### src/rtl/sfifo_param.sv
// ============================================================================
// Module   : sfifo_param
// Purpose  : Parametrised single-clock FIFO with fill level, thresholds,
//            read-valid strobe, flush and overflow/underflow reporting.
// Revision : 1.0 - initial release
// ============================================================================
`default_nettype none

module sfifo_param #(
    parameter int DW        = 16,
    parameter int AW        = 6,
    parameter int AF_THRESH = 60,
    parameter int AE_THRESH = 4
) (
    input  logic          clk,
    input  logic          rst,
    input  logic          flush,
    input  logic          err_clr,
    input  logic          wr,
    input  logic [DW-1:0] din,
    output logic          full,
    output logic          almost_full,
    output logic          ovfl,
    output logic          ovfl_sticky,
    input  logic          rd,
    output logic [DW-1:0] dout,
    output logic          dout_vld,
    output logic          empty,
    output logic          almost_empty,
    output logic          udfl,
    output logic          udfl_sticky,
    output logic [AW:0]   level
);

    localparam int DEPTH = 2 ** AW;
    // One extra bit so out-of-range thresholds compare without truncation aliasing.
    localparam logic [AW+1:0] C_DEPTH = DEPTH[AW+1:0];
    localparam logic [AW+1:0] C_AF    = AF_THRESH[AW+1:0];
    localparam logic [AW+1:0] C_AE    = AE_THRESH[AW+1:0];

    logic [DW-1:0] mem [DEPTH];
    logic [AW-1:0] wr_ptr;
    logic [AW-1:0] rd_ptr;
    logic          wr_acc;
    logic          rd_acc;
    logic          ovfl_cond;
    logic          udfl_cond;

    always_comb begin
        full         = ({1'b0, level} == C_DEPTH);
        empty        = (level == '0);
        almost_full  = ({1'b0, level} >= C_AF);
        almost_empty = ({1'b0, level} <= C_AE);
        wr_acc       = wr & ~full & ~flush;
        rd_acc       = rd & ~empty & ~flush;
        ovfl_cond    = wr & full & ~flush;
        udfl_cond    = rd & empty & ~flush;
    end

    always_ff @(posedge clk) begin
        if (wr_acc) begin
            mem[wr_ptr] <= din;
        end
    end

    always_ff @(posedge clk) begin
        if (!rst) begin
            wr_ptr   <= '0;
            rd_ptr   <= '0;
            level    <= '0;
            dout     <= '0;
            dout_vld <= 1'b0;
        end else if (flush) begin
            wr_ptr   <= '0;
            rd_ptr   <= '0;
            level    <= '0;
            dout_vld <= 1'b0;
        end else begin
            dout_vld <= rd_acc;
            if (wr_acc) begin
                wr_ptr <= wr_ptr + 1'b1;
            end
            if (rd_acc) begin
                dout   <= mem[rd_ptr];
                rd_ptr <= rd_ptr + 1'b1;
            end
            case ({wr_acc, rd_acc})
                2'b10:   level <= level + 1'b1;
                2'b01:   level <= level - 1'b1;
                default: level <= level;
            endcase
        end
    end

    // A new error in the same cycle as err_clr keeps the sticky flag set.
    always_ff @(posedge clk) begin
        if (!rst) begin
            ovfl        <= 1'b0;
            udfl        <= 1'b0;
            ovfl_sticky <= 1'b0;
            udfl_sticky <= 1'b0;
        end else begin
            ovfl <= ovfl_cond;
            udfl <= udfl_cond;
            if (ovfl_cond) begin
                ovfl_sticky <= 1'b1;
            end else if (err_clr) begin
                ovfl_sticky <= 1'b0;
            end
            if (udfl_cond) begin
                udfl_sticky <= 1'b1;
            end else if (err_clr) begin
                udfl_sticky <= 1'b0;
            end
        end
    end

endmodule

`default_nettype wire
### config.mk
export PLATFORM = sky130hd
export DESIGN_NAME = sfifo_param
export DESIGN_NICKNAME = d
export VERILOG_FILES = /design/src/rtl/sfifo_param.sv
export SDC_FILE = /design/constraint.sdc
export NUM_CORES = 1
export LEC_CHECK = 0
export ABC_AREA = 1
export BUFFER_PORTS_ARGS = -buffer_cell sky130_fd_sc_hd__clkbuf_2
export CAP_MARGIN = 10
export CORE_MARGIN = 5
export CORE_UTILIZATION = 35
export DETAILED_ROUTE_END_ITERATION = 7
export SYNTH_ARGS = -nofsm -noshare
export SYNTH_HDL_FRONTEND = slang
export SYNTH_SLANG_ARGS = --single-unit
### constraint.sdc
create_clock -name clk -period 7.4 [get_ports clk]
set_input_delay 1.48 -clock clk [delete_from_list [all_inputs] [get_ports clk]]
set_output_delay 1.48 -clock clk [all_outputs]
set_load 0.01 [all_outputs]
### Word-level counts from Yosys, hierarchy flattened

Memories as Yosys holds them, arrays and structs flattened. A register that Yosys moved wholly into a read port is not among the register bits.
Index checks and enable logic that the tools add are counted.

| word-level totals | value |
|---|---|
| memories kept | 1 |
| logic and storage cells | 43 |
| output and inout port bits | 32 |
| memory bits (writable) | 1024 |
| register bits after elaboration | 24 |

| cells by class | value |
|---|---|
| multiplexer cells | 6 |
| eq/ne operators | 3 |
| $lt $le $gt $ge | 2 |
| add/sub/neg operators | 4 |
| bitwise logic cells | 12 |
| reductions and logical operators | 7 |

Memory list:

| name | depth | bits a word | rd ports | clocked after memory_dff | write ports | RTL line | text |
|---|---|---|---|---|---|---|---|
| mem | 64 | 16 | 1 | 1 | 1 | 41 | `logic [DW-1:0] mem [DEPTH];` |

Operators with widths:

| operator | count |
|---|---|
| $pmux 7 s2 | 1 |
| $add 6x1->6 const B | 2 |
| $and 1x1->1 | 8 |
| $add 7x1->7 const B | 1 |
| $eq 7x7->1 const B | 1 |
| $ge 7x6->1 const B | 1 |
| $le 7x3->1 const B | 1 |
| $logic_not 7->1 | 1 |
| $sub 7x1->7 const B | 1 |
| $reduce_bool 2->1 | 3 |
| $mux 1 | 5 |
| $not 1->1 | 4 |
| $eq 2x1->1 const B | 1 |
| $eq 2x2->1 const B | 1 |
| $reduce_and 2->1 | 1 |
| $reduce_or 2->1 | 1 |
| $logic_not 1->1 | 1 |

### Depth between registers and ports, before layout

| depth | value |
|---|---|
| word-level depth | 6 |
| gate-level depth with buffers | 18 |

### Worst setup path after synthesis

No wires, ideal clock.

| timing path | value |
|---|---|
| path kind | input to register |
| start | input flush |
| end | memory mem[63][0], enable pin |
| stages | 5 |
| data arrival time | 3.184 ns |
| slack | 3.804 ns |
| path through | inv_1 > nand2_1 > nor2_2 > inv_2 > nor3_1 |

| between the ends | value |
|---|---|
| cells in the longest elaborated chain, start to end | 4 |

RTL lines:

| what | RTL line | text |
|---|---|---|
| start, declared | 17 | `input logic flush,` |
| $not 1->1 (no source line) | -- |  |
| $and 1x1->1 | 54 | `wr_acc = wr & ~full & ~flush;` |
| $mux 1 | 61 | `if (wr_acc) begin` |
| $mux 1 (implied by the code) | 62 | `mem[wr_ptr] <= din;` |
| end, declared | 41 |  |

Every way passes these cells.

==> impl_metrics.ini <==
[clocking]
htreeDepth = 3
post_cts_buffers = 0
cts_made_buffers = 108
clock_sinks = 1064
path_clk_slew_ns = 0.06
clock_latency_ns = 0.69
cts_buffer_depth = 3
hold_buffers = 0
root_buffer = clkbuf_16
cts_tree = built
post_cts_resized = 0

[power_and_ir_drop]
pwr-share-clk_pct = 43.1
vdd_drop_max_mv = 0.1765
power_density_nw_per_um2 = 250.9
power.leakage_nw = 18.89
pwr-share-seq_pct = 53.0
p_int_mw = 9.843
power_frac_comb_pct = 3.9
switching_share_pct = 21.45
p_switching_mw = 2.688

[timing]
worst_slack_ns = 3.452
finalHoldViolations = 0
slew_headroom_pct = 23.49
finalCritPeriodShare_pct = 53.35
clock.fmax_mhz = 253.3
finalCriticalPeriod_ns = 3.948
finClkSkew_ns = 0.03572
setup-tns-final_ns = 0
rsz0062_at_grt = false
setup_viol = 0
tightest_slew_ns = 1.144
finalMaxSlewViolations = 0

[place]
port_buffers = 53
hpwlAfterDp_um = 65730
gp_congestion = 0.8493
preCtsSetupSlack_ns = 3.010

[worst_setup_path]
crit_arrival_ns = 4.53
crit_chain = buf_4 -> buf_4 -> nand2_1 -> nand3_1 -> a21oi_1 -> nor2_1 -> nand2_1 -> nand3_1 -> nand3_1 -> nand2_1 -> inv_1
cp_num_buf_inv = 3
end_kind = flop
slowest_stage = dfxtp_4
path_delay_family = buffers and inverters
critPathKind = reg -> reg
worstSetupStartpointType = flop
crit_path_max_fanout = 83
critPathRequiredTime_ns = 7.98
cpPeakStageDelay_ns = 0.84

[route]
routed-via-count = 29320
routedWlPerCell_um = 20.25
routed_wl_um = 119400
viasPerCell = 4.974
drt_pass1_iterations = 5
drt_iter0_markers = 3170
drc_errors = 0
ant_nets = 0

[synth]
syn_nets = 4140
synthFlopType = edfxtp_1
seq_area_frac_synth_pct = 70.90
synth_top_area_share_pct = 69.10
synth_cell_types = 33
ys_ff_latch = 1064
syn_area_per_cell_um2 = 10.83
async_flop_share_pct = 0
synth_top_cell_by_area = edfxtp_1
syn_inst = 4109
yosys_warnings = 0
ys_top_cells_by_area = edfxtp_1 69%, nand2_1 11%, nand3_1 6.3%, nor2_1 3.6%, inv_1 2.6%
netlist_top_cells_count = 1,296 x nand2_1, 1,024 x edfxtp_1, 557 x nand3_1
yosysMostFrequentCell = nand2_1
synthesis.area_um2 = 44500
synth-edff-count = 1024

[final_layout]
drive_gt1_share_pct = 7.895
fillers = 12000
final_util_pct = 39.63
final_nets = 4184
area_growth_pct = 12.25
regArea_um2 = 31560
multi_input_area_um2 = 10570

[floorplan]
dieArea_um2 = 134400
rows = 130
die-width_um = 366.6
start_util_pct = 35.30
num_io_pins = 54
fp.dieH_um = 366.6
core_region_area_um2 = 126100

[run_status]
outcome = finished, final reports clean

[grt]
grt_start_max_net_pins = 214
use_met3_pct = 2.964
track_usage_pct = 17.20
grt-busiest-layer = met2
grt_use_met1_pct = 23.85
grt_pass1_wl_um = 176800
antenna_found_initial = 0
grt_pass1_vias = 27730
gr-total-overflow = 0
grtUsageMet2_pct = 27.92

[flow_run]
cap_violations = 0

[hold_path]
hp-class = reg -> reg
placed cells by master, fill, tap and decap left out, drive strengths merged, types with 2 or more instances in the layout:
master and n:
nor4 2, nand2 1296, a31oi 2, nand4 5, ha 8, clkbuf 203
buf 108, clkinv 36, xnor2 2, a21oi 80, bufinv 7, edfxtp 1024
dfxtp 40, diode 2, inv 314, nand3 561, nor3 5, o21ai 110
nor2 433, a31o 2
state kept, by name, summed over array words and instances, names as in the netlist:
register,flops
mem,1024
dout,16
level,7
rd_ptr,6
wr_ptr,6
dout_vld,1
ovfl,1
ovfl_sticky,1
udfl,1
udfl_sticky,1
per-stage QoR:
stage / power, mW / hold slack [ns] / cells / instance area [um2]
after global placement: 7.254 / 0.4769 / 5690 / 46410
after detailed placement: 7.259 / 0.4854 / 5690 / 46410
after global routing: 12.94 / 0.5141 / 5893 / 49950
final: 12.53 / 0.4950 / 5895 / 49960
after CTS: 12.62 / 0.4999 / 5890 / 49920
after floorplan: 7.009 / 0.4520 / 4109 / 44500
power by group through the flow:
stage | Sequential, mW | Combinational [mW] | Clock [mW]
3_3_place_gp | 6.77 | 0.484 | 0
4_1_cts | 6.64 | 0.491 | 5.48
5_1_grt | 6.64 | 0.534 | 5.76
6_report | 6.64 | 0.488 | 5.40
3_5_place_dp | 6.77 | 0.489 | 0
2_1_floorplan | 6.76 | 0.254 | 0
cell families (layout without fill, tap and decap cells):
kind of cell,after synthesis,in the layout,synth area share (%)
adders and majority gates,9,9,0.2699
buffers and inverters,534,668,5.390
and+or+nand+nor,2304,2304,21.16
AOI/OAI and AO/OA,195,195,2.224
DFF,1064,1064,70.90
other,0,2,0
xor gates and xnor gates,3,3,0.05905
layer usage:
layer	wire, um	vias to the layer above
li1	-	13850
met1	51700	14240
met2	55720	1038
met3	8663	191
met4	3318	0
met5	0	-
final timing paths:
check	startpoint	endpoint	slack (ns)	cells after the start
worst min-delay path	ovfl_sticky	ovfl_sticky	0.50	1
worst min register to register	ovfl_sticky	ovfl_sticky	0.50	1
worst max register to register	rd_ptr[0]	dout[11]	3.45	11
worst max-delay path	rd_ptr[0]	dout[11]	3.45	11
worst reg2reg max path: cells and delay by family (launching register included):
kind / cells / cell delay [ns]
compound gates: 1 / 0.09
buf+inv: 3 / 1.69
flops: 1 / 0.84
simple gates: 7 / 1.25
layout make-up:
type / count / area share (%)
multi-input cells: 2511 / 21.16
clock buffers: 156 / 6.141
well taps: 1650 / 4.133
flip-flops and latches: 1064 / 63.17
inverters: 313 / 2.399
repair buffers: 155 / 2.104
diodes: 2 / 0.01002
clock inverters: 44 / 0.8766
Note: power is estimated with default switching activity, not from simulation.
